==> src/rtl/xgemac_tx_pkt_arbiter.sv <==
// Round-robin, packet-atomic merge of NUM_CH sop/eop streams onto the XGEMAC pkt_tx port.
// Runaway packets are cut at MAX_WORDS; ungranted non-sop words are discarded and flagged.
module xgemac_tx_pkt_arbiter #(
  parameter int NUM_CH     = 4,
  parameter int DATA_WIDTH = 64,
  parameter int MOD_W      = $clog2(DATA_WIDTH/8),
  parameter int MAX_WORDS  = 190
) (
  input  logic                          clk_156m25,
  input  logic                          reset_156m25,
  input  logic [NUM_CH-1:0]             ch_val,
  input  logic [NUM_CH-1:0]             ch_sop,
  input  logic [NUM_CH-1:0]             ch_eop,
  input  logic [NUM_CH*MOD_W-1:0]       ch_mod,
  input  logic [NUM_CH*DATA_WIDTH-1:0]  ch_data,
  output logic [NUM_CH-1:0]             ch_rdy,
  input  logic                          pkt_tx_full,
  output logic                          pkt_tx_val,
  output logic                          pkt_tx_sop,
  output logic                          pkt_tx_eop,
  output logic [MOD_W-1:0]              pkt_tx_mod,
  output logic [DATA_WIDTH-1:0]         pkt_tx_data,
  output logic [NUM_CH-1:0]             err_stray,
  output logic                          err_trunc,
  output logic [$clog2(NUM_CH)-1:0]     err_ch
);

  localparam int CH_W  = $clog2(NUM_CH);
  localparam int CNT_W = $clog2(MAX_WORDS+1);

  typedef enum logic [1:0] {IDLE, PKT, DRAIN} state_t;

  state_t                state_q, state_d;
  logic [CH_W-1:0]       grant_q, grant_d;
  logic [CH_W-1:0]       last_grant_q, last_grant_d;
  logic [CNT_W-1:0]      word_cnt_q, word_cnt_d;

  logic                  pkt_tx_val_q, pkt_tx_val_d;
  logic                  pkt_tx_sop_q, pkt_tx_sop_d;
  logic                  pkt_tx_eop_q, pkt_tx_eop_d;
  logic [MOD_W-1:0]      pkt_tx_mod_q, pkt_tx_mod_d;
  logic [DATA_WIDTH-1:0] pkt_tx_data_q, pkt_tx_data_d;
  logic [NUM_CH-1:0]     err_stray_q, err_stray_d;
  logic                  err_trunc_q, err_trunc_d;
  logic [CH_W-1:0]       err_ch_q, err_ch_d;

  logic [NUM_CH-1:0]     rdy;
  logic                  found;
  logic [CH_W-1:0]       pick;
  logic [CH_W-1:0]       cand;
  logic                  xfer;
  logic                  last_word;

  logic [DATA_WIDTH-1:0] data_a [NUM_CH];
  logic [MOD_W-1:0]      mod_a  [NUM_CH];

  for (genvar i = 0; i < NUM_CH; i++) begin : g_unpack
    assign data_a[i] = ch_data[i*DATA_WIDTH +: DATA_WIDTH];
    assign mod_a[i]  = ch_mod[i*MOD_W +: MOD_W];
  end

  // Rotating priority: the channel after the last one served is searched first.
  always_comb begin
    found = 1'b0;
    pick  = '0;
    cand  = '0;
    for (int k = 1; k <= NUM_CH; k++) begin
      cand = CH_W'((int'(last_grant_q) + k) % NUM_CH);
      if (!found && ch_val[cand] && ch_sop[cand]) begin
        found = 1'b1;
        pick  = cand;
      end
    end
  end

  always_comb begin
    state_d       = state_q;
    grant_d       = grant_q;
    last_grant_d  = last_grant_q;
    word_cnt_d    = word_cnt_q;
    rdy           = '0;
    xfer          = 1'b0;
    last_word     = (word_cnt_q == CNT_W'(MAX_WORDS-1));
    pkt_tx_val_d  = 1'b0;
    pkt_tx_sop_d  = 1'b0;
    pkt_tx_eop_d  = 1'b0;
    pkt_tx_mod_d  = '0;
    pkt_tx_data_d = '0;
    err_stray_d   = '0;
    err_trunc_d   = 1'b0;
    err_ch_d      = '0;

    unique case (state_q)
      IDLE: begin
        // Headless words can never start a packet, so they are flushed here.
        rdy         = ch_val & ~ch_sop;
        err_stray_d = ch_val & ~ch_sop;
        if (found) begin
          grant_d    = pick;
          word_cnt_d = '0;
          state_d    = PKT;
        end
      end
      PKT: begin
        rdy[grant_q] = !pkt_tx_full;
        xfer         = ch_val[grant_q] && !pkt_tx_full;
        if (xfer) begin
          pkt_tx_val_d  = 1'b1;
          pkt_tx_sop_d  = (word_cnt_q == '0);
          pkt_tx_data_d = data_a[grant_q];
          if (word_cnt_q != CNT_W'(MAX_WORDS))
            word_cnt_d = word_cnt_q + 1'b1;
          if (ch_eop[grant_q]) begin
            pkt_tx_eop_d = 1'b1;
            pkt_tx_mod_d = mod_a[grant_q];
            last_grant_d = grant_q;
            state_d      = IDLE;
          end else if (last_word) begin
            pkt_tx_eop_d = 1'b1;
            err_trunc_d  = 1'b1;
            err_ch_d     = grant_q;
            state_d      = DRAIN;
          end
        end
      end
      DRAIN: begin
        // Tail of a truncated packet is swallowed without waiting on the MAC.
        rdy[grant_q] = 1'b1;
        if (ch_val[grant_q] && ch_eop[grant_q]) begin
          last_grant_d = grant_q;
          state_d      = IDLE;
        end
      end
      default: state_d = IDLE;
    endcase

    if (reset_156m25)
      rdy = '0;
  end

  always_ff @(posedge clk_156m25) begin
    if (reset_156m25) begin
      state_q       <= IDLE;
      grant_q       <= '0;
      last_grant_q  <= CH_W'(NUM_CH-1);
      word_cnt_q    <= '0;
      pkt_tx_val_q  <= 1'b0;
      pkt_tx_sop_q  <= 1'b0;
      pkt_tx_eop_q  <= 1'b0;
      pkt_tx_mod_q  <= '0;
      pkt_tx_data_q <= '0;
      err_stray_q   <= '0;
      err_trunc_q   <= 1'b0;
      err_ch_q      <= '0;
    end else begin
      state_q       <= state_d;
      grant_q       <= grant_d;
      last_grant_q  <= last_grant_d;
      word_cnt_q    <= word_cnt_d;
      pkt_tx_val_q  <= pkt_tx_val_d;
      pkt_tx_sop_q  <= pkt_tx_sop_d;
      pkt_tx_eop_q  <= pkt_tx_eop_d;
      pkt_tx_mod_q  <= pkt_tx_mod_d;
      pkt_tx_data_q <= pkt_tx_data_d;
      err_stray_q   <= err_stray_d;
      err_trunc_q   <= err_trunc_d;
      err_ch_q      <= err_ch_d;
    end
  end

  assign ch_rdy      = rdy;
  assign pkt_tx_val  = pkt_tx_val_q;
  assign pkt_tx_sop  = pkt_tx_sop_q;
  assign pkt_tx_eop  = pkt_tx_eop_q;
  assign pkt_tx_mod  = pkt_tx_mod_q;
  assign pkt_tx_data = pkt_tx_data_q;
  assign err_stray   = err_stray_q;
  assign err_trunc   = err_trunc_q;
  assign err_ch      = err_ch_q;

endmodule

==> config.mk <==
export PLATFORM = sky130hd
export DESIGN_NAME = xgemac_tx_pkt_arbiter
export DESIGN_NICKNAME = d
export VERILOG_FILES = /design/src/rtl/xgemac_tx_pkt_arbiter.sv
export SDC_FILE = /design/constraint.sdc
export NUM_CORES = 1
export LEC_CHECK = 0
export CAP_MARGIN = 0
export CORE_AREA = 2 2 143 145
export CTS_BUF_LIST = sky130_fd_sc_hd__clkbuf_16
export CTS_CLUSTER_SIZE = 40
export DETAILED_ROUTE_END_ITERATION = 16
export DIE_AREA = 0 0 145 147
export DONT_BUFFER_PORTS = 1
export MAX_ROUTING_LAYER = met4
export PLACE_DENSITY = 0.45
export SLEW_MARGIN = 40
export SYNTH_ARGS = -nofsm -noshare
export SYNTH_HDL_FRONTEND = slang
export SYNTH_SLANG_ARGS = --single-unit
==> constraint.sdc <==
create_clock -name clk_156m25 -period 2.45 [get_ports clk_156m25]
set_clock_uncertainty 0.05 [all_clocks]
set_input_delay 0.49 -clock clk_156m25 [delete_from_list [all_inputs] [get_ports clk_156m25]]
set_output_delay 0.49 -clock clk_156m25 [all_outputs]
set_load 0.05 [all_outputs]
==> impl_metrics.env <==
export IMPL_fin_nets=666
export IMPL_grt_total_usage_pct=14.1
export IMPL_period_needed_ns=2.22
export IMPL_dr_first_iter_drc_count=177
export IMPL_critPathLaunch="state_q[1]"
export IMPL_finalCritPeriodShare_pct=90.5
export IMPL_critPathMaxStageDelay_ns=0.43
export IMPL_cp_start_kind="flip-flop"
export IMPL_crit_arrival_ns=1.68
export IMPL_path_clk_slew_ns=0.07
export IMPL_setup_violations=0
export IMPL_die_area_um2=21300
export IMPL_slowest_stage="dfxtp_1"
export IMPL_path_cells="nand2b_1 -> o21ai_1 -> a31oi_1 -> nor2_1 -> buf_4"
export IMPL_fillCellCount=2036
export IMPL_rr_startpoint="grant_q[0]"
export IMPL_ys_types=51
export IMPL_synthFlopType="dfxtp_1"
export IMPL_gp_congestion=0.855
export IMPL_antenna_found_initial=2
export IMPL_rows=52
export IMPL_cp_max_fo=13
export IMPL_start_util_pct=24.4
export IMPL_synth_edf_count=0
export IMPL_end_kind="output pin"
export IMPL_totalWireLength_um=15300
export IMPL_post_drt_wl_per_cell_um=23.4
export IMPL_num_io_pins=364
export IMPL_leakagePower_nw=1.80
export IMPL_crit_type="flip-flop to output pin"
export IMPL_grt_max_degree=39
export IMPL_grt_pass1_wl_um=22000
export IMPL_grt_pass1_vias=3525
export IMPL_hold_viol_final=0
export IMPL_ys_async_sr_fraction_pct=0
export IMPL_holdCritPathClass="input pin to flip-flop"
export IMPL_required_ns=1.91
export IMPL_maxSlewViolCount=0
export IMPL_drv_cap=0
export IMPL_yosysSeqAreaShare_pct=37.6
export IMPL_crit_path_end="ch_rdy[2]"
export IMPL_cts_tree="built"
export IMPL_r2r_end="state_q[1]"
export IMPL_worst_slew_pin_transition_ns=0.668
export IMPL_cts_setup_buffers=0
export IMPL_whs_ns=0.147
export IMPL_reg2reg_depth=4
export IMPL_max_slew_margin_pct=55.1
export IMPL_fmax_mhz=451
export IMPL_final_common_cell="dfxtp_1"
export IMPL_numCtsBuffers=9
export IMPL_final_setup_tns_ns=0
export IMPL_core_area_um2=19800
export IMPL_die_h_um=147
export IMPL_insertion_delay_ns=0.34
export IMPL_peakVddDrop_mv=0.302
export IMPL_hpwlAfterDp_um=12700
export IMPL_synth_area_um2=4850
export IMPL_ys_ff_latch=91
export IMPL_synth_fp_nets=670
export IMPL_drive_gt1_share_pct=29.2
export IMPL_layout_common_cells="dfxtp_1 (88), mux4_2 (69), and2_1 (67), buf_4 (12), nor2_1 (11)"
export IMPL_vias_per_cell=5.22
export IMPL_power_density_nw_per_um2=659
export IMPL_rsz0062_at_grt="no"
export IMPL_cts_root_buf="clkbuf_16"
export IMPL_ant_nets=0
export IMPL_ff2ff_setup_slack_ns=0.40
export IMPL_vias=3426
export IMPL_ys_warn_count=0
export IMPL_cts_max_path_buffers=2
export IMPL_io_buffers=0
export IMPL_p_total_mw=3.62
export IMPL_drt_pass1_iter_count=4
export IMPL_drc=0
export IMPL_status="finished, final reports clean"
export IMPL_htree_levels=3
export IMPL_clock_sinks=91
export IMPL_synth_avg_cell_area_um2=12.7
export IMPL_synthCells=383
export IMPL_fp_dieW_um=145
export IMPL_grt_ovfl_total=0
export IMPL_area_growth_pct=13.2
-- registers in the layout, summed over array words and instances (netlist names) --
register      flops
err_ch            2
pkt_tx_val        1
err_stray         4
pkt_tx_eop        1
pkt_tx_sop        1
word_cnt_q        8
grant_q           2
state_q           2
err_trunc         1
last_grant_q      2
pkt_tx_mod        3
pkt_tx_data      64
-- critical path, delay by kind of cell, from the launching register on --
kind / cells / cell delay [ns]
compound gates: 2 / 0.37
buf+inv: 1 / 0.21
flops: 1 / 0.43
simple gates: 2 / 0.32
-- cells in the mapped netlist (5+ instances only) --
cell / n / area (um2)
nor4b_1: 5 / 43.8
a31oi_1: 7 / 43.8
dfxtp_1: 91 / 1820
nor3b_1: 5 / 37.5
inv_1: 8 / 30.0
clkbuf_1: 15 / 56.3
nor2_1: 11 / 41.3
and2_1: 67 / 419
nand3_1: 7 / 35.0
and3_1: 8 / 50.1
nand2_1: 7 / 26.3
mux4_2: 69 / 1550
buf_2: 11 / 55.1
a21oi_1: 7 / 35.0
-- timing repair --
item,4_1_cts,5_1_grt
gates resized for setup,0,2
endpoints found under the setup margin,0,4
hold buffers,0,0
-- per-layer routing --
| layer | track usage, % | routed length, um | up-vias |
|---|---|---|---|
| met1 | 16.0 | 5630 | 1665 |
| met4 | 3.76 | 220 | 0 |
| met3 | 4.66 | 1560 | 12 |
| met2 | 24.1 | 7910 | 269 |
| met5 | - | 0 | - |
| li1 | - | - | 1480 |
-- area by class of cell --
class                           instances  area [um2]  share of cell area [%]
Tap cell                              270         338                    6.16
Clock buffer                           10         250                    4.56
Timing Repair Buffer                   13         110                    2.01
Multi-Input combinational cell        256        2880                    52.4
Antenna cell                            2        5.00                  0.0912
Sequential cell                        91        1830                    33.4
Clock inverter                          6        47.5                   0.867
Inverter                                8        30.0                   0.547
-- kinds of logic after synthesis --
logic type      share of synthesized area (%)
mux                                      33.1
simple gates                             16.7
fa+ha+maj                                1.03
buf+inv                                  3.07
flops                                    37.6
compound gates                           8.55
-- per-stage QoR --
stage | instances | setup WS, ns | util (%) | instance area [um2]
final | 656 | 0.232 | 27.6 | 5490
after global routing | 656 | 0.0750 | 27.6 | 5490
after CTS | 654 | 0.0255 | 27.6 | 5480
after detailed placement | 638 | 0.241 | 26.1 | 5180
after global placement | 638 | 0.259 | 26.1 | 5180
after floorplan | 383 | 0.236 | - | 4850
-- how the worst min path moves through the flow --
| stage | end | start | slack, ns | cells after the start |
|---|---|---|---|---|
| global placement | word_cnt_q[3] | word_cnt_q[3] | 0.46 | 2 |
| detailed placement | word_cnt_q[3] | word_cnt_q[3] | 0.47 | 2 |
| floorplan | word_cnt_q[3] | word_cnt_q[3] | 0.43 | 2 |
| finish | grant_q[1] | reset_156m25 | 0.15 | 1 |
| CTS | grant_q[1] | reset_156m25 | 0.13 | 1 |
| global route | grant_q[1] | reset_156m25 | 0.12 | 1 |
-- report_power, final --
group          switching, mW  internal, mW  total [mW]
Combinational          0.231         0.318       0.549
Clock                  0.642         0.758        1.40
Sequential             0.149          1.52        1.67
Note: power is estimated with default switching activity, not from simulation.
